**config.mk**
```make
export PLATFORM = sky130hd
export DESIGN_NAME = program_mem_flat
export DESIGN_NICKNAME = d
export VERILOG_FILES = /design/src/rtl/program_mem_if.sv /design/src/rtl/program_mem.sv /design/src/flat_wrapper.sv
export SDC_FILE = /design/constraint.sdc
export NUM_CORES = 1
export LEC_CHECK = 0
export CELL_PAD_IN_SITES_DETAIL_PLACEMENT = 2
export CELL_PAD_IN_SITES_GLOBAL_PLACEMENT = 2
export CORE_ASPECT_RATIO = 1.4
export CORE_MARGIN = 3
export CORE_UTILIZATION = 39
export CTS_BUF_LIST = sky130_fd_sc_hd__clkbuf_4
export CTS_CLUSTER_DIAMETER = 150
export DETAILED_ROUTE_END_ITERATION = 12
export PLACE_DENSITY = 0.69
export SETUP_SLACK_MARGIN = 0.05
export SKIP_LAST_GASP = 1
export SLEW_MARGIN = 20
export SYNTH_ARGS = -nofsm -noshare
export SYNTH_HDL_FRONTEND = slang
export SYNTH_SLANG_ARGS = --single-unit
```
**constraint.sdc**
```tcl
create_clock -name clk -period 3.5 [get_ports clk]
set_clock_uncertainty 0.1 [all_clocks]
set_input_delay 0.35 -clock clk [delete_from_list [all_inputs] [get_ports clk]]
set_output_delay 0.35 -clock clk [all_outputs]
set_load 0.02 [all_outputs]
```
**src/rtl/program_mem_if.sv**
```systemverilog
// Fetch and serial-load signal bundle for program_mem.
// The master side is the fetch/load client and the slave side is the memory.
interface program_mem_if #(
    parameter int unsigned ADDR_W = 3,
    parameter int unsigned DATA_W = 32
) ();
    logic              fetch_req;
    logic [ADDR_W-1:0] fetch_addr;
    logic [DATA_W-1:0] instruction;
    logic              fetch_valid;
    logic              load_en;
    logic              load_valid;
    logic [7:0]        load_byte;
    logic              load_ready;
    logic              load_done;
    logic              load_err;
    logic              busy;

    modport master (
        output fetch_req, fetch_addr, load_en, load_valid, load_byte,
        input  instruction, fetch_valid, load_ready, load_done, load_err, busy
    );

    modport slave (
        input  fetch_req, fetch_addr, load_en, load_valid, load_byte,
        output instruction, fetch_valid, load_ready, load_done, load_err, busy
    );
endinterface

```
**src/rtl/program_mem.sv**
```systemverilog
// Instruction memory with a one-cycle registered fetch port and a serial byte loader.
// Words are assembled MSB first and committed only when complete.
module program_mem #(
    parameter int unsigned ADDR_W = 3,
    parameter int unsigned DATA_W = 32
) (
    input logic          clk,
    input logic          rst_n,
    program_mem_if.slave bus
);
    localparam int unsigned DEPTH = 2 ** ADDR_W;
    localparam int unsigned NB    = DATA_W / 8;
    localparam int unsigned BC_W  = (NB > 1) ? $clog2(NB) : 1;

    typedef enum logic [1:0] {StRun, StLoad, StFull} state_e;

    state_e            state_q;
    logic [ADDR_W-1:0] wp_q;
    logic [BC_W-1:0]   bc_q;
    logic [DATA_W-1:0] word_q, word_d;
    logic [DATA_W-1:0] instruction_q;
    logic              fetch_valid_q;
    logic              load_done_q;
    logic              load_err_q;
    logic              byte_acc;
    logic              word_last;
    logic              mem_we;

    // Contents start as zero words and are deliberately outside the reset domain.
    logic [DATA_W-1:0] mem_q [DEPTH] = '{default: '0};

    always_comb begin
        byte_acc  = (state_q == StLoad) && bus.load_en && bus.load_valid;
        word_last = (bc_q == BC_W'(NB - 1));
        mem_we    = byte_acc && word_last;
        word_d    = word_q;
        word_d[DATA_W - 1 - 8 * int'(bc_q) -: 8] = bus.load_byte;
    end

    always_ff @(posedge clk) begin
        if (mem_we) begin
            mem_q[wp_q] <= word_d;
        end
    end

    always_ff @(posedge clk or negedge rst_n) begin
        if (!rst_n) begin
            state_q       <= StRun;
            wp_q          <= '0;
            bc_q          <= '0;
            word_q        <= '0;
            instruction_q <= '0;
            fetch_valid_q <= 1'b0;
            load_done_q   <= 1'b0;
            load_err_q    <= 1'b0;
        end else begin
            fetch_valid_q <= 1'b0;
            load_done_q   <= 1'b0;
            load_err_q    <= 1'b0;
            unique case (state_q)
                StRun: begin
                    // A fetch on the entry edge into LOAD still completes.
                    if (bus.fetch_req) begin
                        instruction_q <= mem_q[bus.fetch_addr];
                        fetch_valid_q <= 1'b1;
                    end
                    if (bus.load_en) begin
                        state_q <= StLoad;
                        wp_q    <= '0;
                        bc_q    <= '0;
                    end
                end
                StLoad: begin
                    if (!bus.load_en) begin
                        state_q    <= StRun;
                        load_err_q <= (bc_q != '0);
                        bc_q       <= '0;
                    end else if (bus.load_valid) begin
                        word_q <= word_d;
                        if (word_last) begin
                            bc_q <= '0;
                            if (wp_q == ADDR_W'(DEPTH - 1)) begin
                                state_q     <= StFull;
                                load_done_q <= 1'b1;
                            end else begin
                                wp_q <= wp_q + ADDR_W'(1);
                            end
                        end else begin
                            bc_q <= bc_q + BC_W'(1);
                        end
                    end
                end
                StFull: begin
                    if (!bus.load_en) begin
                        state_q <= StRun;
                    end
                end
                default: state_q <= StRun;
            endcase
        end
    end

    assign bus.instruction = instruction_q;
    assign bus.fetch_valid = fetch_valid_q;
    assign bus.load_ready  = (state_q == StLoad);
    assign bus.load_done   = load_done_q;
    assign bus.load_err    = load_err_q;
    assign bus.busy        = (state_q != StRun);
endmodule

```
**src/flat_wrapper.sv**
```systemverilog
// flat-port wrapper written by rule: the top's interface ports become plain ports
module program_mem_flat 
#(
    parameter int unsigned ADDR_W = 3,
    parameter int unsigned DATA_W = 32
)
  (clk, rst_n, bus_fetch_req, bus_fetch_addr, bus_load_en, bus_load_valid, bus_load_byte, bus_instruction, bus_fetch_valid, bus_load_ready, bus_load_done, bus_load_err, bus_busy);
  program_mem_if #(.ADDR_W(ADDR_W), .DATA_W(DATA_W)) bus_i ();
  input logic clk;
  input logic rst_n;
  input wire logic [$bits(bus_i.fetch_req)-1:0] bus_fetch_req;
  input wire logic [$bits(bus_i.fetch_addr)-1:0] bus_fetch_addr;
  input wire logic [$bits(bus_i.load_en)-1:0] bus_load_en;
  input wire logic [$bits(bus_i.load_valid)-1:0] bus_load_valid;
  input wire logic [$bits(bus_i.load_byte)-1:0] bus_load_byte;
  output wire logic [$bits(bus_i.instruction)-1:0] bus_instruction;
  output wire logic [$bits(bus_i.fetch_valid)-1:0] bus_fetch_valid;
  output wire logic [$bits(bus_i.load_ready)-1:0] bus_load_ready;
  output wire logic [$bits(bus_i.load_done)-1:0] bus_load_done;
  output wire logic [$bits(bus_i.load_err)-1:0] bus_load_err;
  output wire logic [$bits(bus_i.busy)-1:0] bus_busy;
  assign bus_i.fetch_req = bus_fetch_req;
  assign bus_i.fetch_addr = bus_fetch_addr;
  assign bus_i.load_en = bus_load_en;
  assign bus_i.load_valid = bus_load_valid;
  assign bus_i.load_byte = bus_load_byte;
  assign bus_instruction = bus_i.instruction;
  assign bus_fetch_valid = bus_i.fetch_valid;
  assign bus_load_ready = bus_i.load_ready;
  assign bus_load_done = bus_i.load_done;
  assign bus_load_err = bus_i.load_err;
  assign bus_busy = bus_i.busy;
  program_mem #(.ADDR_W(ADDR_W), .DATA_W(DATA_W)) u_core (.clk(clk), .rst_n(rst_n), .bus(bus_i));
endmodule
```
# == Word-level counts from Yosys, hierarchy flattened ==
# Memory sizes are Yosys's and may differ from the RTL's. A register that Yosys moved wholly into a read port is not among the register bits.
# Index checks and enable logic that the tools add are counted.
# word_totals
ff_bits,42
latchBits,0
mem_bits_rw,256
romBits,0
in_bits,16
elab_cells,70
mem_count,1
# memory_table
name,words,width,read_ports,rd_ports_with_merged_regs,wr,line_no,source
u_core.mem_q,8,32,1,1,1,program_mem.sv:30,logic [DATA_W-1:0] mem_q [DEPTH] = '{default: '0};
# classes
add_sub_neg,4
multipliers,0
n_div,0
n_lt_le_gt_ge,0
eq_ne,13
shift,2
n_mux,30
bitwise_logic,0
n_reduce_logical,13
# ops
cell,count
variable shift 8 x 34 -> 39 bit (first input constant),1
indexed part select 8 x 34 -> 39 bit,1
negator 32 -> 34 bit,1
bitwise mux 32 bit,1
two-way mux 2 bit,10
two-way mux 3 bit,5
two-way mux 1 bit,11
!= test 2 bit (second input constant),5
!= test 3 x 2 -> 1 bit (second input constant),2
one-hot mux 2 bit (3 select lines),1
one-hot mux 3 bit (2 select lines),1
AND reduction 3 bit,2
AND reduction 6 bit,1
nonzero test 2 bit,3
subtractor 5 x 5 -> 6 bit (first input constant),1
AND reduction 5 bit,1
== test 2 bit (second input constant),2
one-hot mux 2 bit (2 select lines),1
adder 3 x 1 -> 3 bit (second input constant),1
== test 3 bit (second input constant),1
logical AND 1 bit,3
!= test 3 bit (second input constant),1
adder 2 x 1 -> 2 bit (second input constant),1
== test 2 x 1 -> 1 bit (second input constant),1
4 further kinds,4

# == Logic depth before layout (Yosys ltp) ==
# depth
ltp_word,6
depth_mapped,9

# == Worst setup path before layout ==
# No wires, ideal clock.
# synth_timing
kind,register to register
from,register u_core.bc_q[1]
to,memory u_core.mem_q[1][0] (enable)
setup_ps,441
t_arrival_ps,3079
required_time_ps,2959
setup_slack_ps,-119
path_stages_with_launch,7
n_path_buf,2
period_less_slack_ps,3619
path_cell_list,dfrtp_1 > ha_1 > nand2_1 > or3_1 > buf_6 > buf_8 > nor4_2
# synth_via
elab_chain_cells,4
# synth_rtl
element,line_no,source
start: declaration,program_mem.sv:19,logic [BC_W-1:0] bc_q;
start signal: assignment,program_mem.sv:89,bc_q <= bc_q + BC_W'(1);
== test 2 bit,program_mem.sv:34,word_last = (bc_q == BC_W'(NB - 1));
logical AND 1 bit,program_mem.sv:35,mem_we = byte_acc && word_last;
two-way mux 1 bit,program_mem.sv:41,if (mem_we) begin
two-way mux 1 bit (implied by the code),program_mem.sv:42,mem_q[wp_q] <= word_d;
end: declaration,program_mem.sv:30,
# No other way between the ends.

# == Worst setup path after layout ==
# layout_timing
from,register u_core.bc_q[0]
to,memory u_core.mem_q[3][16] (enable)
# The elaborated chain is that of the path after synthesis.

==> metrics.md <==
| Metric | Value |
|---|---|
| Post-Syn Instances | `~840` |
| Post-Synthesis Mean Instance Area | `15.7 sq um` |
| Core Rows | `79` |
| Area delta synth->final | `16.4%` |
| Startpoint types | `register` |
| Design Area, Final | `0.0154 sq mm` |
| Post_cts resized | `0` |
| Crit path largest cell delay | `540 ps` |
| Initial core utilization | `39.6%` |
| FF+latch count, synth | `330` |
| Mux cell area share after synthesis | `10.4%` |
| Biggest area consumer among synthesized cells | `edfxtp_1` |
| Crit Path Max Fanout | `32` |
| Synth Warn # | `0` |
| Max VDD drop | `0.267 mV` |
| CP endpoint kind | `register` |
| Dpl hpwl | `20,100 um` |
| Total wire length | `33,800 um` |
| Compound-Gate Fraction of Synth Area | `under 10%` |
| Leak | `6.00 nW` |
| Via count | `roughly 7,700` |
| Final Hold Viols | `0` |
| Top_reg_cell synth | `edfxtp_1` |
| Ports | `53` |
| GRT Util Overall | `19.2%` |
| CP required | `about 3800 ps` |
| Critical Path Start | `u_core.bc_q[0]` |
| Non-Filler Instances | `between 1,000 and 1,500` |
| Status | `complete, no violations` |
| CP Class | `reg -> reg` |
| Least-Margin Pin Slew | `1080 ps` |
| Sequential area share after synthesis | `~70%` |
| Largest net degree at the start of global routing | `66` |
| Post-route DRC | `0` |
| Slowest CP cell | `dfrtp_1` |
| Overall Power | `8.24 mW` |
| Worst-Skew Late Latency | `730 ps` |
| Layout Nets | `961` |
| Htree depth | `3` |
| Layout cells sized above 1 | `about 22%` |
| CP Cell Sequence | `ha_1, nand2_1, or3_1, buf_4, nor4_4, buf_12` |
| R2R cell count | `6` |
| Gpl congestion | `0.731` |
| Final slew viol count | `0` |
| Core ar. | `0.0334 sq mm` |
| Synth Area in XOR/XNOR | `0%` |
| Worst flop-to-flop path startpoint | `u_core.bc_q[0]` |
| Largest cells by area after synthesis | `edfxtp_1, dfrtp_1, mux2i_1` |
| Final setup margin | `between 700 and 800 ps` |
| Synth top area share | `between 50% and 60%` |
| Post-CTS Setup Bufs | `0` |
| EDFF count, synth | `between 200 and 300` |
| Commonest cells in the synthesized netlist | `edfxtp_1, dfrtp_1, nand2_1` |
| RSZ-0062 raised after global routing | `no` |
| Clock Sink Count | `330` |
| Max cap viols | `0` |
| CP arrival | `approximately 3000 ps` |
| Adder-cell share of the synthesized area | `less than 1%` |
| Cts bufs inserted | `between 80 and 90` |
| Die height | `between 200 and 250 um` |
| Initial detailed-routing violation count | `351` |
| Pre-CTS setup slack | `~760 ps` |
| Worst hold path type | `in -> async` |
| Die ar. | `between 0.03 and 0.04 sq mm` |
| Placed Cells | `1,299` |
| Drt pass-1 iters | `4` |
| Placed cell areas | `0.0143 sq mm` |
| Max Clk Rate | `roughly 360 MHz` |
| Chip width | `between 150 and 200 um` |
| Initial antenna violation count | `1` |
| Port Buffers | `52` |
| Clock transition at path regs | `around 70 ps` |
| TritonCTS clock tree | `yes` |
| Max Buffers Root-to-Sink | `3` |
| Hold_buf cts | `1` |
| First-pass GRT wire length | `52,500 um` |
| Largest family of logic cells by synthesized area | `multiplexers` |
| Net count after synthesis | `864` |
| Worst rel slew slack | `between 20% and 30%` |
| Synth Area in Simple Gates | `4.20%` |
| Post-DRT Antenna Nets | `0` |
| PwrDens | `535 mW/mm^2` |
| Total gr overflow | `0` |
| Cell variety after synth | `41` |
| Most common cell in the netlist | `edfxtp_1` |
| Drt wl/cell | `23.3 um` |
| Post-Syn Area | `0.0132 sq mm` |
| Vias in the first global route | `8,773` |
| Ys async rst share | `around 22%` |
| Min Hold Slack | `between 200 and 250 ps` |
| Tmin final | `2760 ps` |
| Clk root buf | `clkbuf_4` |
| Endpoints failing setup | `0` |
| Via density per instance | `5.27` |
| Period utilization | `78.8%` |
## placed cells by master, fill, tap and decap left out, types with 2 or more instances in the layout
| cell | Yosys | layout |
|---|---|---|
| nand2_1 | 73 | 73 |
| and3_1 | 2 | 2 |
| o22ai_1 | 33 | 33 |
| inv_2 | 1 | 3 |
| inv_1 | 39 | 39 |
| clkbuf_4 | 0 | 128 |
| a22o_1 | 64 | 64 |
| o21ai_1 | 0 | 7 |
| and3b_1 | 3 | 3 |
| nand2b_1 | 3 | 3 |
| buf_4 | 7 | 12 |
| nor4_4 | 0 | 6 |
| o31ai_1 | 32 | 32 |
| o21ai_0 | 34 | 27 |
| edfxtp_1 | 256 | 256 |
| mux2_2 | 50 | 50 |
| a21oi_1 | 3 | 3 |
| clkinv_1 | 0 | 18 |
| nor3_4 | 0 | 2 |
| dfrtp_1 | 74 | 74 |
| clkdlybuf4s50_1 | 0 | 50 |
| and2_1 | 4 | 4 |
| mux2_1 | 14 | 14 |
| nand3b_1 | 2 | 2 |
| buf_12 | 0 | 8 |
| ha_1 | 7 | 7 |
| mux2i_1 | 66 | 66 |
## cell families (layout without fill, tap and decap cells)
kind of cell | count (synthesis) | in the layout
flops | 330 | 330
fa+ha+maj | 7 | 7
mux | 130 | 130
buf+inv | 98 | 262
simple gates | 107 | 107
compound gates | 169 | 169
other cells | 0 | 1
## worst max-delay path: cells and delay by family, from the launching register on
| kind | cells | cell delay [ps] |
|---|---|---|
| and+or+nand+nor | 3 | 660 |
| DFF | 1 | 540 |
| buffers and inverters | 2 | 540 |
| adders and majority gates | 1 | 530 |
## metrics by stage
stage,utilization [%],setup TNS [ps]
4_1_cts,46.1,0
6_report,46.1,0
3_3_place_gp,42.9,0
5_1_grt,46.1,0
3_5_place_dp,42.9,0
2_1_floorplan,-,-22870
## flip-flops by register name, summed over array words and instances (netlist names)
name                    flops
u_core.bus.fetch_valid      1
u_core.wp_q                 3
u_core.bus.instruction     32
u_core.state_q              2
u_core.bus.load_err         1
u_core.bc_q                 2
u_core.mem_q              256
u_core.bus.load_done        1
u_core.word_q              32
## worst paths after layout
path	slack, ps	end
setup / recovery	740	u_core.mem_q[3][16]
hold / removal	220	u_core.bus.instruction[25]
setup reg to reg	740	u_core.mem_q[3][16]
hold reg to reg	370	u_core.bus.instruction[3]
max in group asynchronous	2290	u_core.bus.instruction[4]
min in group clk	220	u_core.bus.load_err
## where the power goes
group | leakage [nW] | switching, mW | internal, mW
sequential | 3.59 | 0.0514 | 4.31
clock | 0.644 | 1.54 | 1.74
combinational | 1.77 | 0.367 | 0.242
## routing by layer
layer  share of wire, %  vias to the layer above  track usage (%)  wire, um
met2                 53                      161             34.4     18000
met3                3.3                       56             3.61      1110
met1                 41                     3991             23.1     14000
li1                   -                     3445                -         -
met5                  0                        -                0         0
met4                2.0                        0             6.91       692
## area by class of cell
cell class                      instances  area [sq um]
Inverter                               40           150
Multi-Input combinational cell        413          3310
Timing Repair Buffer                   72           772
Tap cell                              445           557
Clock buffer                          128           961
Antenna cell                            1          2.50
Fill cell                            3312         18000
Sequential cell                       330          9540
Clock inverter                         22           110
No activity file was read; power rests on OpenSTA's default activity.
